**src/rtl/madd_pkg.sv**
```systemverilog
// Shared constants and helpers for the pipelined multi-operand modular adder.
package madd_pkg;

    localparam int WIDTH_MIN   = 8;
    localparam int WIDTH_MAX   = 64;
    localparam int NUM_OPS_MIN = 2;
    localparam int NUM_OPS_MAX = 8;
    localparam int TAG_W_MIN   = 1;

    // Carry-out width: enough headroom for the sum of n full-scale operands.
    function automatic int clog2_min1(input int n);
        return (n <= 2) ? 1 : $clog2(n);
    endfunction

endpackage

```
**src/rtl/madd_pipe_n_csa_tree.sv**
```systemverilog
// Combinational carry-save reduction of NUM_OPS vectors to a sum/carry pair.
module csa_tree #(
    parameter int WIDTH_EXT = 35,
    parameter int NUM_OPS   = 5
) (
    input  logic [NUM_OPS*WIDTH_EXT-1:0] ops,
    output logic [WIDTH_EXT-1:0]         sum,
    output logic [WIDTH_EXT-1:0]         car
);

    logic [WIDTH_EXT-1:0] row_s [NUM_OPS-1];
    logic [WIDTH_EXT-1:0] row_c [NUM_OPS-1];

    assign row_s[0] = ops[0 +: WIDTH_EXT];
    assign row_c[0] = ops[WIDTH_EXT +: WIDTH_EXT];

    // Each row folds one more operand into the running pair; the carry
    // shift cannot drop a set bit because WIDTH_EXT holds the exact total.
    for (genvar i = 0; i < NUM_OPS - 2; i++) begin : g_row
        logic [WIDTH_EXT-1:0] a;
        logic [WIDTH_EXT-1:0] b;
        logic [WIDTH_EXT-1:0] d;
        assign a = row_s[i];
        assign b = row_c[i];
        assign d = ops[(i+2)*WIDTH_EXT +: WIDTH_EXT];
        assign row_s[i+1] = a ^ b ^ d;
        assign row_c[i+1] = ((a & b) | (a & d) | (b & d)) << 1;
    end

    assign sum = row_s[NUM_OPS-2];
    assign car = row_c[NUM_OPS-2];

endmodule

```
**src/rtl/madd_pipe_n.sv**
```systemverilog
// Two-stage multi-operand modular adder: CSA tree register, then CPA register.
module madd_pipe_n
    import madd_pkg::*;
#(
    parameter  int WIDTH   = 32,
    parameter  int NUM_OPS = 5,
    parameter  int TAG_W   = 4,
    localparam int CW      = clog2_min1(NUM_OPS)
) (
    input  logic                     clk,
    input  logic                     rst,
    input  logic                     in_valid,
    output logic                     in_ready,
    input  logic [NUM_OPS*WIDTH-1:0] in_ops,
    input  logic [TAG_W-1:0]         in_tag,
    output logic                     out_valid,
    input  logic                     out_ready,
    output logic [WIDTH-1:0]         out_sum,
    output logic [CW-1:0]            out_hi,
    output logic                     out_ovfl,
    output logic [TAG_W-1:0]         out_tag
);

    localparam int WE = WIDTH + CW;

    if (WIDTH < WIDTH_MIN || WIDTH > WIDTH_MAX) begin : g_bad_width
        $error("madd_pipe_n: WIDTH out of range");
    end
    if (NUM_OPS < NUM_OPS_MIN || NUM_OPS > NUM_OPS_MAX) begin : g_bad_ops
        $error("madd_pipe_n: NUM_OPS out of range");
    end
    if (TAG_W < TAG_W_MIN) begin : g_bad_tag
        $error("madd_pipe_n: TAG_W out of range");
    end

    logic [NUM_OPS*WE-1:0] ops_ext;
    logic [WE-1:0]         tree_sum;
    logic [WE-1:0]         tree_car;
    logic [WE-1:0]         cpa;

    logic                  s1_valid;
    logic [WE-1:0]         s1_sum;
    logic [WE-1:0]         s1_car;
    logic [TAG_W-1:0]      s1_tag;
    logic                  s2_valid;

    logic                  s1_adv;
    logic                  s2_adv;
    logic                  accept;

    for (genvar k = 0; k < NUM_OPS; k++) begin : g_ext
        assign ops_ext[k*WE +: WE] = {{CW{1'b0}}, in_ops[k*WIDTH +: WIDTH]};
    end

    csa_tree #(
        .WIDTH_EXT (WE),
        .NUM_OPS   (NUM_OPS)
    ) u_tree (
        .ops (ops_ext),
        .sum (tree_sum),
        .car (tree_car)
    );

    // Handshake: a transfer happens on any edge where valid && ready. Each
    // stage advances when the stage after it is empty or draining, so
    // in_ready depends on out_ready and the valid bits only, never on in_valid.
    assign s2_adv   = !s2_valid || out_ready;
    assign s1_adv   = s2_adv;
    assign in_ready = !s1_valid || s1_adv;
    assign accept   = in_valid && in_ready;

    assign cpa       = s1_sum + s1_car;
    assign out_valid = s2_valid;

    always_ff @(posedge clk or posedge rst) begin
        if (rst) begin
            s1_valid <= 1'b0;
            s2_valid <= 1'b0;
        end else begin
            if (accept) begin
                s1_valid <= 1'b1;
            end else if (s1_adv) begin
                s1_valid <= 1'b0;
            end
            if (s2_adv) begin
                s2_valid <= s1_valid;
            end
        end
    end

    always_ff @(posedge clk or posedge rst) begin
        if (rst) begin
            s1_sum   <= '0;
            s1_car   <= '0;
            s1_tag   <= '0;
            out_sum  <= '0;
            out_hi   <= '0;
            out_ovfl <= 1'b0;
            out_tag  <= '0;
        end else begin
            if (accept) begin
                s1_sum <= tree_sum;
                s1_car <= tree_car;
                s1_tag <= in_tag;
            end
            if (s1_valid && s1_adv) begin
                out_sum  <= cpa[WIDTH-1:0];
                out_hi   <= cpa[WIDTH +: CW];
                out_ovfl <= |cpa[WIDTH +: CW];
                out_tag  <= s1_tag;
            end
        end
    end

endmodule

```
**config.mk**
```make
export PLATFORM = sky130hd
export DESIGN_NAME = madd_pipe_n
export DESIGN_NICKNAME = d
export VERILOG_FILES = /design/src/rtl/madd_pkg.sv /design/src/rtl/madd_pipe_n_csa_tree.sv /design/src/rtl/madd_pipe_n.sv
export SDC_FILE = /design/constraint.sdc
export NUM_CORES = 1
export LEC_CHECK = 0
export BUFFER_PORTS_ARGS = -buffer_cell sky130_fd_sc_hd__buf_4
export CAP_MARGIN = 20
export CORE_MARGIN = 4
export CORE_UTILIZATION = 40
export DETAILED_ROUTE_END_ITERATION = 16
export MAX_ROUTING_LAYER = met4
export PLACE_DENSITY = 0.6
export SKIP_LAST_GASP = 1
export SLEW_MARGIN = 40
export SYNTH_ARGS = -nofsm -noshare
export SYNTH_HDL_FRONTEND = slang
export SYNTH_SLANG_ARGS = --single-unit
```
**constraint.sdc**
```tcl
create_clock -name clk -period 5.1 [get_ports clk]
set_input_delay 0.255 -clock clk [delete_from_list [all_inputs] [get_ports clk]]
set_output_delay 0.255 -clock clk [all_outputs]
set_load 0.03 [all_outputs]
```
==> results by group, run 1 <==
Clock network
  • Clk buf depth: 2
  • Clock network latency to the later pin of the worst-skew pair: 0.36 ns
  • Cts bufs inserted: 9
  • Postcts setup bufs: 0
  • Post-CTS Resized: 0
  • CTS tree: built
  • Clk sinks: 112
  • Clock transition at path regs: 0.08 ns
  • Hold buffers post-CTS: 0
  • H-tree depth: 3
  • Clock Tree Root: clkbuf_16

GRT
  • Total GRT Usage: 16.9%
  • Largest net degree at the start of global routing: 73
  • Vias in the first global route: 6081
  • Global route overflow: 0
  • First-pass GRT wire length: 29400 um
  • Initial antenna violation count: 0

Layout
  • # fillers: 1689
  • Reg area: 0.00280 mm2
  • Ratio of cells with drive above 1 in the final layout: 36.6%
  • Area Growth Syn to Fin: 27.9%
  • Area of the multi-input gates: 0.00491 mm2
  • ANT cells: 0
  • Most frequent cells in the layout: buf_4, dfrtp_1, fa_1
  • Non-Filler Instances: 1117
  • Post-layout util: 52.8%
  • Commonest non-fill, non-tap cell in the layout: buf_4
  • Total Nets Final: 1150

Synthesis
  • Post-Synthesis Cells: 650
  • Top_reg_cell synth: dfrtp_1
  • Area contributors post-synth: dfrtp_1, fa_1, mux2_2
  • Ys async rst share: 100%
  • EDFF count, synth: 0
  • Syn Std Cell Area: 0.00783 mm2
  • Synthesized area per cell: 12.0 um2
  • Synth area leader: dfrtp_1
  • Area share of the leading cell type in the synthesized netlist: 35.8%
  • Synth warn: 0
  • Synth unique cells: 55
  • Synthesized net count: 948
  • Sequential area share after synthesis: 35.8%
  • Synth Register Bits: 112

STA
  • Final WS setup: 2.38 ns
  • Period utilization: 53.3%
  • Fin Setup TNS: 0 ns
  • Slew headroom: 55.6%
  • Tightest Pin Transition: 0.665 ns
  • Clock skew: 0.0103 ns
  • RSZ-0062 raised after global routing: false
  • Fin crit period: 2.72 ns
  • Final Setup Violations: 0
  • Max Slew Vio Count: 0
  • Hold Fails Final Rpt: 7
  • Worst hold margin: -0.0134 ns
  • Fmax: 368 MHz

Floorplan
  • Std-Cell Rows: 50
  • Die width: 148 um
  • Core Area: 0.0190 mm2
  • Effective utilization at floorplan: 41.3%
  • DIE HEIGHT: 148 um
  • I/O pins: 210
  • Die area: 0.0219 mm2

Critical path
  • Worst R2R Start: s1_sum[1]
  • Crit path max fanout: 5
  • Critical path launch point: s1_sum[1]
  • R2r setup slk: 2.38 ns
  • Crit end category: flop
  • WS Path Type: reg -> reg
  • Worst endpoint required time: 5.36 ns
  • CP Launch Type: flop
  • Worst Path Arrival: 2.98 ns

Detailed routing
  • Post-detailed-route wirelength per cell: 15.5 um
  • Final ANT Viol Nets: 0
  • # DRC: 0
  • Routed Wire Length: 17300 um
  • Via density: 5.01
  • DR pass1 iterations: 4
  • Via count: 5593
  • Initial drt markers: 275

Power and ir drop
  • Pwr dens: 551 mW/mm2
  • Tot Pwr: 0.00552 W
  • VDD IR max: 229 uV
  • Static leakage: 4.49 nW

Flow run
  • Max-cap violations: 0

Placement
  • Place WS: 2.44 ns
  • Routability-driven placement congestion ratio: 0.876
  • Detailed placement HPWL: 14400 um
  • Placed insts: 1101
  • I/O Buffers: 209

Min path
  • HP Class: in -> async

Outcome
  • Status: finished with violations
  • Failing checks: hold timing
==> cell usage after synthesis, drive strengths merged, types with 4 or more instances <==
| cell | count |
|---|---|
| nand2 | 81 |
| ha | 35 |
| nor3 | 5 |
| nand2b | 6 |
| a21boi | 5 |
| o21ai | 51 |
| o31ai | 4 |
| inv | 16 |
| nand4 | 4 |
| a21oi | 30 |
| fa | 95 |
| o21bai | 5 |
| mux2 | 68 |
| dfrtp | 112 |
| buf | 4 |
| a211oi | 8 |
| a21o | 7 |
| xnor2 | 18 |
| clkbuf | 16 |
| and2 | 8 |
| nor2b | 5 |
| xor2 | 9 |
| o211ai | 6 |
| nand3 | 5 |
| nor2 | 16 |
==> kinds of logic after synthesis <==
kind of cell,Yosys count,share of synthesized area (%)
adder cells (fa/ha/maj),130,29.9
AND/OR/NAND/NOR,143,8.47
AO/OA/AOI/OAI,131,10.9
multiplexers,71,10.2
buffers and inverters,36,1.74
flip-flops,112,35.8
XOR/XNOR,27,3.02
==> power by group <==
part	internal (W)	total (W)	switching, W
Sequential	0.00126	0.00147	0.000211
Combinational	0.00142	0.00328	0.00186
Clock	0.000437	0.000774	0.000337
Total	0.00312	0.00552	0.00241
==> routing by layer <==
layer  vias to the layer above  track usage, %  wire length (um)
li1                       2664               -                 -
met1                      2738            21.7              7310
met2                       164            27.6              8650
met3                        27            2.79               992
met4                         0            5.64               369
met5                         -               -                 0
==> sequential cells by signal, indices dropped and copies added (netlist names) <==
signal     flops
out_hi         3
out_ovfl       1
s1_tag         4
out_tag        4
out_valid      1
s1_sum        33
s1_car        33
out_sum       32
s1_valid       1
==> final cells by class <==
cell class	instances	area share, %
sequential	112	28.0
clock inverter	7	1.02
inverter	16	0.625
timing repair buffer	211	15.9
tap	260	3.25
multi-input combinational	502	49.0
clock buffer	9	2.25
==> critical path: stages, from the launching register on <==
cell      delay (ns)
dfrtp_1         0.36
ha_1            0.21
inv_1           0.07
fa_1            0.40
nand2b_1        0.18
a21o_1          0.17
a31oi_1         0.26
o21ai_2         0.16
a211oi_2        0.25
o211ai_1        0.14
and3b_1         0.20
o31ai_1         0.21
==> worst paths after layout <==
check                                    to  depth (start not counted)
worst min register to register   out_sum[0]                          2
worst max-delay path            out_sum[31]                         11
max in group asynchronous         s1_sum[6]                          3
worst max register to register  out_sum[31]                         11
min in group clk                  s1_tag[2]                          2
worst min-delay path             out_tag[0]                          2
==> stage by stage <==
step / cell area, um2 / hold WS, ns
2_1_floorplan: 7830 / 0.363
3_3_place_gp: 9680 / 0.397
3_5_place_dp: 9680 / 0.400
4_1_cts: 10000 / 0.0126
5_1_grt: 10000 / 0.0453
6_report: 10000 / -0.0134
Note: power is estimated with default switching activity, not from simulation.
==> inputs of run 2 (changes only) <==
ABC_AREA = 1   (was not set)
clock period = 2.6 ns   (was 5.1 ns; I/O delays follow)
==> results by group, run 2 <==
Critical path
  • CP dominant cell by count: nand2_1
  • WS Path Type: reg -> reg
  • CP Cell Sequence: ha_1 -> inv_1 -> fa_1 -> inv_1 -> nand2_1 -> nand2_2 -> nand2_2 -> o21ai_4 -> nand3_1 -> nand2_2 -> nand3_1 -> nand2_1 -> nand2_1 -> nand3_1 -> nand2_1
  • CP Buf/Inv Count: 2
  • R2r setup slk: 0.38 ns
  • Levels on crit path: 15
  • Slowest CP cell: fa_1
  • Critical Path Max Stage Delay: 0.40 ns
  • Worst Path Arrival: 2.47 ns
  • R2R cell count: 15
  • Worst endpoint required time: 2.85 ns
  • CP Launch Type: flop
  • Crit path max fanout: 3
  • Capturing point of the worst reg2reg path: out_sum[23]
  • Worst R2R Start: s1_sum[1]
  • Crit end category: flop
  • Crit path capture: out_sum[23]
  • Critical path launch point: s1_sum[1]
  • Top delay family on crit path: simple AND/OR/NAND/NOR gates

GRT
  • Largest net degree at the start of global routing: 113
  • GRT met3 Usage: 3.61%
  • First-pass GRT wire length: 34100 um
  • Initial antenna violation count: 0
  • Global route hottest layer: met2
  • Total GRT Usage: 18.6%
  • Global route overflow: 0
  • Vias in the first global route: 6800
  • Met1 Usage GRT: 25.7%
  • GR Util met2: 29.0%

Layout
  • Area Growth Syn to Fin: 26.5%
  • ANT cells: 0
  • Ratio of cells with drive above 1 in the final layout: 32.6%
  • Top flop regs: s1_car: 33 flops, s1_sum: 33 flops, out_sum: 32 flops
  • Commonest non-fill, non-tap cell in the layout: buf_4
  • Most frequent cells in the layout: buf_4, nand2_1, dfrtp_1
  • Total Nets Final: 1340
  • Post-layout util: 51.7%

Synthesis
  • Syn Std Cell Area: 0.00830 mm2
  • Synth area leader: dfrtp_1
  • Synth warn: 0
  • Synthesized net count: 1132
  • Synth Register Bits: 112
  • Synth unique cells: 37
  • Synthesized area per cell: 9.95 um2
  • Post-synth top cells: nand2_1, dfrtp_1, fa_1
  • Area contributors post-synth: dfrtp_1, fa_1, nand2_1
  • Ys async rst share: 100%
  • EDFF count, synth: 0
  • Sequential area share after synthesis: 33.8%
  • Top_reg_cell synth: dfrtp_1
  • Most common cell in the netlist: nand2_1
  • Area share of the leading cell type in the synthesized netlist: 33.8%
  • Post-Synthesis Cells: 834

Power and ir drop
  • Sw Pwr: 0.00568 W
  • Comb pwr share: 63.6%
  • Clock share of power: 11.7%
  • VDD IR max: 437 uV
  • Pwr dens: 1120 mW/mm2
  • Sequential Power Share: 24.7%
  • P_int: 0.00612 W
  • Static leakage: 5.03 nW
  • Switching Fraction: 48.1%

STA
  • RSZ-0062 raised after global routing: false
  • Final Setup Violations: 0
  • Tightest Pin Transition: 0.725 ns
  • Fmax: 450 MHz
  • Slew headroom: 51.4%
  • Hold Fails Final Rpt: 0
  • Max Slew Vio Count: 0
  • Clock skew: 0.00894 ns
  • Period utilization: 85.4%
  • Fin Setup TNS: 0 ns
  • Fin crit period: 2.22 ns

Flow run
  • Max-cap violations: 0

Floorplan
  • Die area: 0.0231 mm2
  • DIE HEIGHT: 152 um
  • Effective utilization at floorplan: 40.9%
  • Die width: 152 um
  • I/O pins: 210
  • Core Area: 0.0203 mm2
  • Std-Cell Rows: 52

Min path
  • Hold path start: in_tag[0]
  • HP Class: in -> reg

Detailed routing
  • Initial drt markers: 274
  • Via density: 4.76
  • Routed Wire Length: 20200 um
  • Via count: 6274
  • Post-detailed-route wirelength per cell: 15.3 um
  • # DRC: 0
  • DR pass1 iterations: 5
  • Final ANT Viol Nets: 0

Clock network
  • Clock Tree Root: clkbuf_16
  • Post-CTS Resized: 0
  • Clock network latency to the later pin of the worst-skew pair: 0.36 ns
  • Postcts setup bufs: 0
  • H-tree depth: 3
  • Cts bufs inserted: 9
  • Clk buf depth: 2
  • Clk sinks: 112
  • CTS tree: built
  • Clock transition at path regs: 0.08 ns

Placement
  • Routability-driven placement congestion ratio: 0.893
  • Detailed placement HPWL: 16600 um
  • I/O Buffers: 209

Outcome
  • Status: complete, no violations
[run 2: cell count changes after synthesis, moves of 7 or more]
cell,before,now
and2_1,7,0
nand2_1,79,205
a21oi_1,26,39
xor2_1,9,2
buf_2,1,9
o21ai_0,45,23
inv_1,16,66
mux2_2,68,61
nand3_1,5,27
nor2_1,16,53
nand2_2,2,25
clkbuf_1,16,7
[run 2: power by group through the flow]
stage / Combinational [W] / Sequential, W / Clock, W
finish: 0.00750 / 0.00292 / 0.00138
floorplan: 0.00476 / 0.00341 / 0
global route: 0.00845 / 0.00301 / 0.00151
global placement: 0.00754 / 0.00293 / 0
detailed placement: 0.00756 / 0.00295 / 0
CTS: 0.00760 / 0.00292 / 0.00143
[run 2: worst min path at each step]
stage	end	depth (start not counted)
2_1_floorplan	s1_tag[0]	2
3_3_place_gp	s1_tag[0]	3
3_5_place_dp	s1_tag[0]	3
4_1_cts	s1_tag[0]	3
5_1_grt	s1_tag[0]	3
6_report	s1_tag[0]	3
[run 2: layer usage]
metal / up-vias / part of all wire [%] / wire length (um)
met5: - / 0 / 0
met4: 0 / 1.1 / 227
met3: 13 / 4.7 / 943
met2: 141 / 47 / 9470
met1: 3021 / 47 / 9550
li1: 3099 / - / -
[run 2: kinds of logic after synthesis]
logic type                 Yosys count  share of synthesized area [%]
AOI/OAI and AO/OA                   92                           6.54
xor gates and xnor gates            17                           1.79
adders and majority gates          130                           28.2
buffers and inverters               88                           4.11
DFF                                112                           33.8
muxes                               61                           8.27
and+or+nand+nor                    334                           17.3
[run 2: layout make-up]
| class | count | area (um2) |
|---|---|---|
| multi-input combinational | 634 | 5170 |
| clock buffer | 10 | 239 |
| inverter | 72 | 274 |
| clock inverter | 6 | 51.3 |
| timing repair buffer | 213 | 1630 |
| tap | 270 | 338 |
| sequential | 112 | 2800 |
| fill | 1986 | 9800 |
[run 2: through the flow]
step                      hold slack (ns)  worst slack (ns)  std cells  instance area (um2)  total power, W
after floorplan                     0.289             0.659        834                 8310         0.00817
after detailed placement            0.364             0.391       1300                10200          0.0105
after CTS                         0.00663             0.377       1317                10500          0.0120
final                             0.00989             0.379       1317                10500          0.0118
after global routing               0.0345             0.188       1317                10500          0.0130
after global placement              0.365             0.440       1300                10200          0.0105
[run 2: timing repair]
item,in CTS,in global routing
setup endpoints to repair,0,0
hold buffers,1,0
endpoints found under the hold margin,81,0
[run 2: tightest hold or removal path: stages]
cell and delay [ns]:
buf_4 0.08, nor2_1 0.03, a21oi_1 0.10
==> inputs of run 3 (changes only) <==
CELL_PAD_IN_SITES_DETAIL_PLACEMENT = 1   (was not set)
CELL_PAD_IN_SITES_GLOBAL_PLACEMENT = 1   (was not set)
PLACE_DENSITY = 0.76   (was 0.6)
SKIP_LAST_GASP = not set   (was 1)
SLEW_MARGIN = not set   (was 40)
==> results by group, run 3 (synthesis results as in run 2) <==
Critical path
  • CP Cell Sequence: ha_1 -> inv_1 -> fa_1 -> inv_1 -> nand2_1 -> nand2_2 -> nand3_1 -> nand2_2 -> nand2_2 -> nand2_2 -> nand2_2 -> nand2_1 -> nand2_1 -> nand2_1 -> nand2_1 -> nand2_1 -> nand3_1
  • Worst endpoint required time: 2.84 ns
  • Worst R2R Start: s1_sum[1]
  • CP Buf/Inv Count: 2
  • CP dominant cell by count: nand2_1
  • Top delay family on crit path: simple AND/OR/NAND/NOR gates
  • Critical path launch point: s1_sum[1]
  • Critical Path Max Stage Delay: 0.40 ns
  • CP Launch Type: flop
  • WS Path Type: reg -> reg
  • Worst Path Arrival: 2.46 ns
  • Crit end category: flop
  • Slowest CP cell: fa_1
  • Crit path max fanout: 3

STA
  • Clock skew: 0.00624 ns
  • Fin Setup TNS: 0 ns
  • Fmax: 451 MHz
  • Max Slew Vio Count: 0
  • Final Setup Violations: 0
  • Fin crit period: 2.22 ns
  • Period utilization: 85.2%
  • Slew headroom: 46.6%
  • RSZ-0062 raised after global routing: false
  • Hold Fails Final Rpt: 0
  • Tightest Pin Transition: 0.800 ns

Detailed routing
  • DR pass1 iterations: 4
  • Post-detailed-route wirelength per cell: 16.8 um
  • # DRC: 0
  • Initial drt markers: 160
  • Routed Wire Length: 22100 um
  • Via density: 4.92
  • Via count: 6485
  • Final ANT Viol Nets: 0

Clock network
  • Clk sinks: 112
  • Clk buf depth: 2
  • Clock network latency to the later pin of the worst-skew pair: 0.36 ns
  • H-tree depth: 3
  • CTS tree: built
  • Clock transition at path regs: 0.07 ns
  • Clock Tree Root: clkbuf_16
  • Cts bufs inserted: 9

Layout
  • Top flop regs: s1_car: 33 flops, s1_sum: 33 flops, out_sum: 32 flops
  • Ratio of cells with drive above 1 in the final layout: 32.6%
  • Area Growth Syn to Fin: 26.9%
  • ANT cells: 0
  • Most frequent cells in the layout: buf_4, nand2_1, dfrtp_1
  • Commonest non-fill, non-tap cell in the layout: buf_4
  • Post-layout util: 51.9%
  • Total Nets Final: 1341

Placement
  • I/O Buffers: 209
  • Routability-driven placement congestion ratio: 0.892
  • Detailed placement HPWL: 18700 um

Power and ir drop
  • Static leakage: 5.05 nW
  • VDD IR max: 375 uV
  • Pwr dens: 1140 mW/mm2

GRT
  • Total GRT Usage: 20.3%
  • Vias in the first global route: 7149
  • Largest net degree at the start of global routing: 68
  • First-pass GRT wire length: 37200 um
  • Initial antenna violation count: 0
  • Global route overflow: 0

Min path
  • HP Class: in -> reg
  • Hold path start: in_tag[3]

Floorplan
  • Die width: 152 um
  • Effective utilization at floorplan: 40.9%
  • Die area: 0.0231 mm2
  • Core Area: 0.0203 mm2
  • DIE HEIGHT: 152 um
  • Std-Cell Rows: 52
  • I/O pins: 210

Flow run
  • Max-cap violations: 0

Outcome
  • Status: complete, no violations
-- run 3: repair_timing --
item,CTS,global route
resized for setup,0,0
hold buffers,1,0
endpoints found under the hold margin,112,0
setup buffers,0,0
-- run 3: layout make-up --
class / instances / area (um2)
inverter: 72 / 274
clock inverter: 6 / 66.3
timing repair buffer: 214 / 1650
sequential: 112 / 2800
multi-input combinational: 634 / 5170
clock buffer: 10 / 239
fill: 2366 / 9770
tap: 270 / 338
-- run 3: routing by layer --
metal | routed length [um] | vias to the layer above | GRT usage [%]
li1 | - | 3107 | -
met1 | 9620 | 3229 | 26.8
met2 | 11300 | 139 | 34.0
met3 | 1070 | 10 | 3.27
met4 | 167 | 0 | 3.34
met5 | 0 | - | -
-- run 3: worst reg2reg max path: stages, from the launching register on --
cell and delay [ns]:
dfrtp_1 0.37, ha_1 0.21, inv_1 0.07, fa_1 0.40, inv_1 0.07, nand2_1 0.07, nand2_2 0.09, nand3_1 0.09
nand2_2 0.12, nand2_2 0.06, nand2_2 0.10, nand2_2 0.07, nand2_1 0.06, nand2_1 0.05, nand2_1 0.09, nand2_1 0.07
nand2_1 0.05, nand3_1 0.08
-- run 3: worst paths after layout --
kind                               end  slack [ns]  depth (start not counted)
hold / removal               s1_tag[3]        0.03                          3
setup / recovery              out_ovfl        0.38                         17
min in group asynchronous    s1_sum[3]        0.22                          3
max in group asynchronous  out_sum[19]        1.79                          4
hold reg to reg            out_sum[18]        0.48                          2
setup reg to reg              out_ovfl        0.38                         17
-- run 3: report_power, final --
part	switching, W	internal (W)
sequential	0.000445	0.00248
clock	0.000678	0.000781
combinational	0.00471	0.00296
-- run 3: through the flow --
| step | area [um2] | hold slack, ns | worst slack, ns | std cells | power (W) |
|---|---|---|---|---|---|
| floorplan | 8310 | 0.289 | 0.659 | 834 | 0.00817 |
| global placement | 10200 | 0.0377 | 0.478 | 1301 | 0.0104 |
| detailed placement | 10200 | 0.0409 | 0.369 | 1301 | 0.0107 |
| CTS | 10500 | 0.0159 | 0.338 | 1318 | 0.0122 |
| global route | 10500 | 0.0348 | 0.133 | 1318 | 0.0132 |
| finish | 10500 | 0.0264 | 0.384 | 1318 | 0.0121 |
